===== src/rtl/priority_encoder_4to2.sv =====
// 4-to-2 priority encoder with a valid/ready front end, a 2-entry result FIFO
// and a saturating counter of accepted words that were not one-hot.
module priority_encoder_4to2 #(
    parameter int unsigned ERR_CNT_W = 8
) (
    input  logic                 clk,
    input  logic                 rst_n,
    input  logic                 in_valid,
    output logic                 in_ready,
    input  logic [3:0]           W,
    output logic                 out_valid,
    input  logic                 out_ready,
    output logic [1:0]           Y,
    output logic                 out_onehot,
    output logic                 out_zero,
    output logic [ERR_CNT_W-1:0] err_cnt,
    input  logic                 clr_err
);

    typedef struct packed {
        logic [1:0] y;
        logic       onehot;
        logic       zero;
    } result_t;

    result_t    enc;
    result_t    head;
    result_t    mem [2];
    logic       wr_ptr;
    logic       rd_ptr;
    logic [1:0] count;
    logic       push;
    logic       pop;
    logic       err_inc;

    always_comb begin
        // NOTE: every output of a combinational block gets a default first,
        // so no path through the if-chain leaves it unassigned (no latch).
        enc.y = 2'd0;
        if (W[3])      enc.y = 2'd3;
        else if (W[2]) enc.y = 2'd2;
        else if (W[1]) enc.y = 2'd1;
        enc.zero   = (W == 4'b0000);
        enc.onehot = (W != 4'b0000) && ((W & (W - 4'd1)) == 4'b0000);
    end

    // in_ready depends only on occupancy and reset, never on out_ready.
    assign in_ready  = rst_n && (count != 2'd2);
    assign out_valid = (count != 2'd0);
    assign push      = in_valid && in_ready;
    assign pop       = out_valid && out_ready;
    assign err_inc   = push && !enc.onehot;

    assign head       = out_valid ? mem[rd_ptr] : '0;
    assign Y          = head.y;
    assign out_onehot = head.onehot;
    assign out_zero   = head.zero;

    always_ff @(posedge clk or negedge rst_n) begin
        if (!rst_n) begin
            // NOTE: the result storage is cleared too, so no entry captured
            // before reset can ever be presented afterwards.
            mem[0] <= '0;
            mem[1] <= '0;
            wr_ptr <= 1'b0;
            rd_ptr <= 1'b0;
            count  <= 2'd0;
        end else begin
            // NOTE: non-blocking assignments only in clocked blocks; every
            // register here sees pre-edge values of its neighbours.
            if (push) begin
                mem[wr_ptr] <= enc;
                wr_ptr      <= ~wr_ptr;
            end
            if (pop) begin
                rd_ptr <= ~rd_ptr;
            end
            case ({push, pop})
                2'b10:   count <= count + 2'd1;
                2'b01:   count <= count - 2'd1;
                default: count <= count;
            endcase
        end
    end

    // A clear that coincides with an increment leaves the counter at one.
    always_ff @(posedge clk or negedge rst_n) begin
        if (!rst_n) begin
            err_cnt <= '0;
        end else if (clr_err) begin
            err_cnt <= {{(ERR_CNT_W-1){1'b0}}, err_inc};
        end else if (err_inc && (err_cnt != {ERR_CNT_W{1'b1}})) begin
            err_cnt <= err_cnt + {{(ERR_CNT_W-1){1'b0}}, 1'b1};
        end
    end

endmodule


===== config.mk =====
export PLATFORM = sky130hd
export DESIGN_NAME = priority_encoder_4to2
export DESIGN_NICKNAME = d
export VERILOG_FILES = /design/src/rtl/priority_encoder_4to2.sv
export SDC_FILE = /design/constraint.sdc
export NUM_CORES = 1
export LEC_CHECK = 0
export ABC_CLOCK_PERIOD_IN_PS = 2100
export CAP_MARGIN = 15
export CORE_UTILIZATION = 49
export DETAILED_ROUTE_END_ITERATION = 12
export PLACE_DENSITY = 0.77
export REMOVE_ABC_BUFFERS = 1
export SYNTH_ARGS = -nofsm -noshare
export SYNTH_HDL_FRONTEND = slang
export SYNTH_SLANG_ARGS = --single-unit

===== constraint.sdc =====
create_clock -name clk -period 2.1 [get_ports clk]
set_input_delay 0.21 -clock clk [delete_from_list [all_inputs] [get_ports clk]]
set_output_delay 0.21 -clock clk [all_outputs]
set_load 0.02 [all_outputs]

After elaboration in Yosys (flattened, before gate mapping)

Cells that the tools add are included.
Widths: inputs -> output; s select.

Div/mod/pow operators: 0
Muxes and demuxes: 13
$mul: 0
Order comparisons: 3
Bitwise logic cells: 5
Shift-type cells: 0
Equality and inequality tests: 4
Reductions and logical operators: 14
Add/subtract/negate cells: 4

Operator list:

| cell                | number |
|---|---|
| $mux 4              | 5 |
| $mux 8              | 2 |
| $add 8x1->8 const B | 1 |
| $bwmux 8            | 1 |
| $logic_not 4->1     | 2 |
| $ne 8x8->1 const B  | 1 |
| $logic_and 1x1->1   | 7 |
| $reduce_bool 2->1   | 3 |
| $and 4x4->4         | 1 |
| $demux 4 s1         | 1 |
| $ge 2x2->1 const B  | 2 |
| $mux 2              | 2 |
| $not 1->2           | 2 |
| $pmux 2 s2          | 1 |
| $reduce_bool 4->1   | 1 |
| $sub 4x1->4 const B | 1 |
| $add 2x1->2 const B | 1 |
| $eq 2x1->1 const B  | 1 |
| $eq 2x2->1 const B  | 1 |
| $lt 2x1->1 const B  | 1 |
| $ne 2x2->1 const B  | 1 |
| $not 1->1           | 2 |
| $sub 2x1->2 const B | 1 |
| $logic_not 1->1     | 1 |
| $mux 1              | 1 |

Bits in latches: 0
Output and inout port bits: 14
Bits in writable memories: 0
Register bits after elaboration: 20
Word-level logic and storage cells: 53
Memories kept: 0
Memory bits (read-only): 0

Logic depth before layout (Yosys ltp)

Depth after elaboration: 9
Gate-level depth with buffers: 7
Gate-level depth less buffers: 6

Worst setup path after synthesis

No wires, ideal clock.

Path kind: register -> register
Start: reg err_cnt[2]
End: reg err_cnt[7]
Clock period less this slack: 1.703 ns
Buffers on the path: 0
Cell stages (with the launch flop): 5
Library setup time: 0.128 ns
Data required time: 1.972 ns
Arrival: 1.575 ns
Slack: 0.397 ns
Path through: dfrtp_1 nand4_1 or2_2 nor4_1 mux2_1

Longest elaborated chain between the ends: 3
Elaborated cells on any way between the ends: 6

RTL lines:

| element                                            | RTL line | text |
|---|---|---|
| start: declaration                                 | 16       | `output logic [ERR_CNT_W-1:0] err_cnt,` |
| start signal: assignment                           | 91       | `err_cnt <= {{(ERR_CNT_W-1){1'b0}}, err_inc};` |
| start signal: assignment                           | 93       | `err_cnt <= err_cnt + {{(ERR_CNT_W-1){1'b0}}, 1'b1};` |
| $add 8x1->8 / $ne 8x8->1 (equally long branches)   | 93, 92   |  |
| $mux 8 / $logic_and 1x1->1 (equally long branches) | 92       | `end else if (err_inc && (err_cnt != {ERR_CNT_W{1'b1}})) begin` |
| $mux 8 / $reduce_bool 2->1 (equally long branches) | -        |  |

Parallel ways exist; a longest one is shown, timed or not. The select of a mux whose other input is x is not followed.
A chain may end at the register's enable or synchronous reset.

Worst setup path after layout

Start: reg rd_ptr
End: out out_zero

Longest elaborated chain between the ends: 5

RTL lines:

| element                                   | RTL line | text |
|---|---|---|
| start: declaration                        | 30       | `logic rd_ptr;` |
| start signal: assignment                  | 76       | `rd_ptr <= ~rd_ptr;` |
| $not 1->2 (not written as such)           | 54       | `assign head = out_valid ? mem[rd_ptr] : '0;` |
| $mux 4 (not written as such) (3 in a row) | 54       |  |
| $mux 4                                    | 54       |  |
| end: declaration                          | 15       | `output logic out_zero,` |

Every way passes these cells. The select of a mux whose other input is x is not followed.

==> run summary <==
Grouping stages by cell kind, the critical path spends the most delay in buffers and inverters. The die covers 2440 um2. Power comes to 1.42 mW. The number of nets at the end of the flow is 149, and the worst voltage drop across the vdd grid is 564 uV. The count of cells along the worst register-to-register path is 4. The cell sitting at the root of the clock tree is a sky130_fd_sc_hd__clkbuf_4.

Across all setup checks in the final design, the least slack found is 0.229 ns. For this design the static power due to leakage is 0.603 nW. After synthesis, the largest area contributor takes up 45.4% of total cell area. The slowest library cell on the worst path was sky130_fd_sc_hd__clkdlybuf4s50_1.

Derived from the worst setup path, the maximum achievable clock frequency is 534 MHz. Pin placement for this block handled 23 I/O pins. In this run, placement finished with an instance count of 160.

The run gives 21 as the largest net degree at the start of global routing. The filler-free cell count of the finished design was 164. Element type at the critical path end: an output port. Walking the worst path, the cells encountered are mux2i_1, nor2_1, clkdlybuf4s50_1. The number of buffers added to fix hold violations after cts was 0. For the number of hold violations in the final report, the log shows 0. The floorplan die width was 49.4 um. The number of H-tree levels was 1; the cell count after synthesis was 111. The initialized floorplan defines 16 standard-cell rows.

Global routing used 21.1% of the available tracks across all layers. In this run, synthesis inferred 0 flip-flops with an integrated enable. The tools report the critical path startpoint category as a flop.

Setup repair after global routing left no endpoint under its margin. Clock latency on the worst-skew pair, taken at its later pin, is 0.31 ns. First element of the critical path: rd_ptr. The total area inside the core boundary comes to 2040 um2. Sequential cells were found to cover 45.4% of the synthesized design area. Max-cap violations in this run came to 0.

After detailed routing, the number of vias per cell comes to 5.51. In this run, CTS created clock tree buffers numbering 3. The first global-routing pass estimated 3870 um of wire. Once detail routing completed, the nets flagged for antenna violations numbered 0. TritonCTS built the clock tree.

Yosys attributes the largest share of cell area to sky130_fd_sc_hd__dfrtp_1, sky130_fd_sc_hd__mux2_2, sky130_fd_sc_hd__nor2_1, sky130_fd_sc_hd__mux2i_1, sky130_fd_sc_hd__nor4_1. The period utilization is 89.1%. Subtracting the final worst setup slack from the clock period gives 1.87 ns. The transition time at the pin with the least slew margin is 0.524 ns, and the setup total negative slack is 0 ns.

Clock transition at the registers of the reported paths: 0.13 ns. For the setup slack of the worst register-to-register path, the log shows 0.30 ns. The buffer and inverter count on the worst path works out to 1. In the final routed layout, each cell accounts on average for 13.1 um. The finished cells cover 1400 um2. Post-synthesis cell type count: 31.

Summed over all layers, the global routing overflow is 0. Counting every sink on the clock net gives 20. The die is 49.4 um tall.

The worst pin sits at a relative slew slack of 64.5%. For this block, the initial DRC count from the detailed router was 15. The tools report the end of the worst register-to-register path as err_cnt[5]. The tools report the starting utilization of the core area as 54.0%. The run finished with clean final reports. The synthesized area is 1100 um2, and the final max-slew violation count is 0. The final layout contains routed wiring with a total length of 2160 um. Primary flip-flop cell chosen by synthesis mapping: sky130_fd_sc_hd__dfrtp_1. Prior to clock tree synthesis, the placed netlist has a worst setup slack of -0.0598 ns.

The wire-length estimate of the detail-placed layout is 1550 um. The total iterations of the first detailed-routing run was 4; the average footprint of a synthesized cell was 9.93 um2. For this run, asynchronously set or reset flops after synthesis account for 100%.

For the data required time of the critical path, the log shows 1.89 ns. Yosys instantiated no cell more often than sky130_fd_sc_hd__dfrtp_1. In this run, post-CTS repair resized a total of 0 instances.

The detailed router placed 903 vias in this run. Yosys printed 0 warnings. The post-route netlist has 11.7% of its cells at a drive strength greater than 1.

The final setup violation count came out at 0. For the maximum clock skew at final layout, the log shows 0.0191 ns. Relative to the synthesized area, the layout overhead comes to 27.2%.

The largest single stage delay on the critical path is 0.60 ns. The placed instances occupy a cell area of 1370 um2. The depth of the critical timing path with buffers and inverters included works out to 3. The worst hold path belongs to the class primary input to async pin.

In this run the tool buffered the top-level ports with 22 buffer cells. Routability-driven placement finished with a final weighted congestion of 0.793. In this run the worst path has a maximum fanout of 5.

Last element of the critical path: out_zero. The number of synthesized register bits came out at 20. Kind of critical path: flop to output port.

For the initial antenna violation count, the log shows 0. The run gives 1.66 ns as the arrival time of data at the critical path endpoint. The commonest cells after synthesis are sky130_fd_sc_hd__dfrtp_1, sky130_fd_sc_hd__nor2_1, sky130_fd_sc_hd__inv_1, sky130_fd_sc_hd__mux2_2, sky130_fd_sc_hd__nor4_1. The maximum root-to-sink buffer count was 2; the ratio of total power to cell area was 1010 nW/um2.

After detailed routing, the number of remaining DRC violations is 0. The repair_antennas step left the layout with diodes totalling 0. The number of global-route vias before repair is 902. Startpoint of the lowest-slack register-to-register path: err_cnt[2]. The largest area contributor in the synthesized netlist was sky130_fd_sc_hd__dfrtp_1. Post-CTS timing repair inserted 0 buffers for setup.
-- power breakdown --
group	switching [mW]	internal [mW]
combinational	0.290	0.310
sequential	0.0975	0.497
clock	0.120	0.106
-- logic make-up after synthesis --
kind of cell / count (synthesis) / synth area share [%]
and+or+nand+nor: 45 / 22.0
adders and majority gates: 2 / 2.27
buffers and inverters: 11 / 4.54
xor gates and xnor gates: 6 / 4.77
muxes: 13 / 12.8
AOI/OAI and AO/OA: 14 / 8.17
DFF: 20 / 45.4
-- area by class of cell --
cell class / count / area (um2)
Clock buffer: 4 / 36.3
Fill cell: 179 / 639
Inverter: 6 / 22.5
Multi-Input combinational cell: 80 / 552
Sequential cell: 20 / 500
Tap cell: 27 / 33.8
Timing Repair Buffer: 27 / 258
-- flip-flops by register name, indices dropped and copies added (netlist names) --
signal,flops
err_cnt,8
count,2
mem,8
wr_ptr,1
rd_ptr,1
-- cell usage in the layout (no fill, tap or decap) --
master and instances:
sky130_fd_sc_hd__o31ai_1 2, sky130_fd_sc_hd__clkbuf_4 3, sky130_fd_sc_hd__nor3_1 1, sky130_fd_sc_hd__a211o_1 1, sky130_fd_sc_hd__nor2_1 16, sky130_fd_sc_hd__xnor2_1 3
sky130_fd_sc_hd__xor2_1 3, sky130_fd_sc_hd__dfrtp_1 20, sky130_fd_sc_hd__nor2b_1 5, sky130_fd_sc_hd__nand2b_1 1, sky130_fd_sc_hd__nor4_1 6, sky130_fd_sc_hd__and4b_1 1
sky130_fd_sc_hd__and2_1 1, sky130_fd_sc_hd__a21oi_1 5, sky130_fd_sc_hd__nand2_1 4, sky130_fd_sc_hd__or2_2 1, sky130_fd_sc_hd__nand3_1 2, sky130_fd_sc_hd__o21ai_0 3
sky130_fd_sc_hd__clkbuf_8 1, sky130_fd_sc_hd__or4_1 2, sky130_fd_sc_hd__clkdlybuf4s50_1 22, sky130_fd_sc_hd__or4b_1 1, sky130_fd_sc_hd__ha_1 2, sky130_fd_sc_hd__nor4b_1 2
sky130_fd_sc_hd__buf_4 5, sky130_fd_sc_hd__mux2_2 6, sky130_fd_sc_hd__o311ai_0 2, sky130_fd_sc_hd__inv_1 6, sky130_fd_sc_hd__nand4_1 2, sky130_fd_sc_hd__o311ai_1 1
sky130_fd_sc_hd__mux2i_1 4, sky130_fd_sc_hd__mux2_1 3
-- worst min-delay path by stage --
| stage | to | slack, ns | startpoint | cells after the start |
|---|---|---|---|---|
| after floorplan | count[0] | -0.09 | rst_n | 0 |
| after global placement | count[1] | 0.42 | rst_n | 1 |
| after detailed placement | count[1] | 0.43 | rst_n | 1 |
| after CTS | count[1] | 0.1 | rst_n | 1 |
| after global routing | count[1] | 0.1 | rst_n | 1 |
| final | count[1] | 0.11 | rst_n | 1 |
-- worst register-to-register path: stages (launching register included) --
cell                       delay, ns
sky130_fd_sc_hd__dfrtp_1        0.47
sky130_fd_sc_hd__nand4_1        0.22
sky130_fd_sc_hd__o311ai_1       0.55
sky130_fd_sc_hd__nor4_1         0.12
sky130_fd_sc_hd__mux2_1         0.33
-- layer usage --
metal  wire length, um  GRT usage (%)
met5                 0              0
met2              1080           36.3
met4                14           7.14
met3                77           3.74
met1               986           26.6
-- per-stage QoR --
| stage | hold WS, ns | utilization (%) |
|---|---|---|
| floorplan | -0.0856 | - |
| global placement | 0.420 | 66.9 |
| detailed placement | 0.426 | 66.9 |
| CTS | 0.0982 | 68.7 |
| global route | 0.0975 | 68.7 |
| finish | 0.106 | 68.7 |
(Power assumes the default switching activity.)
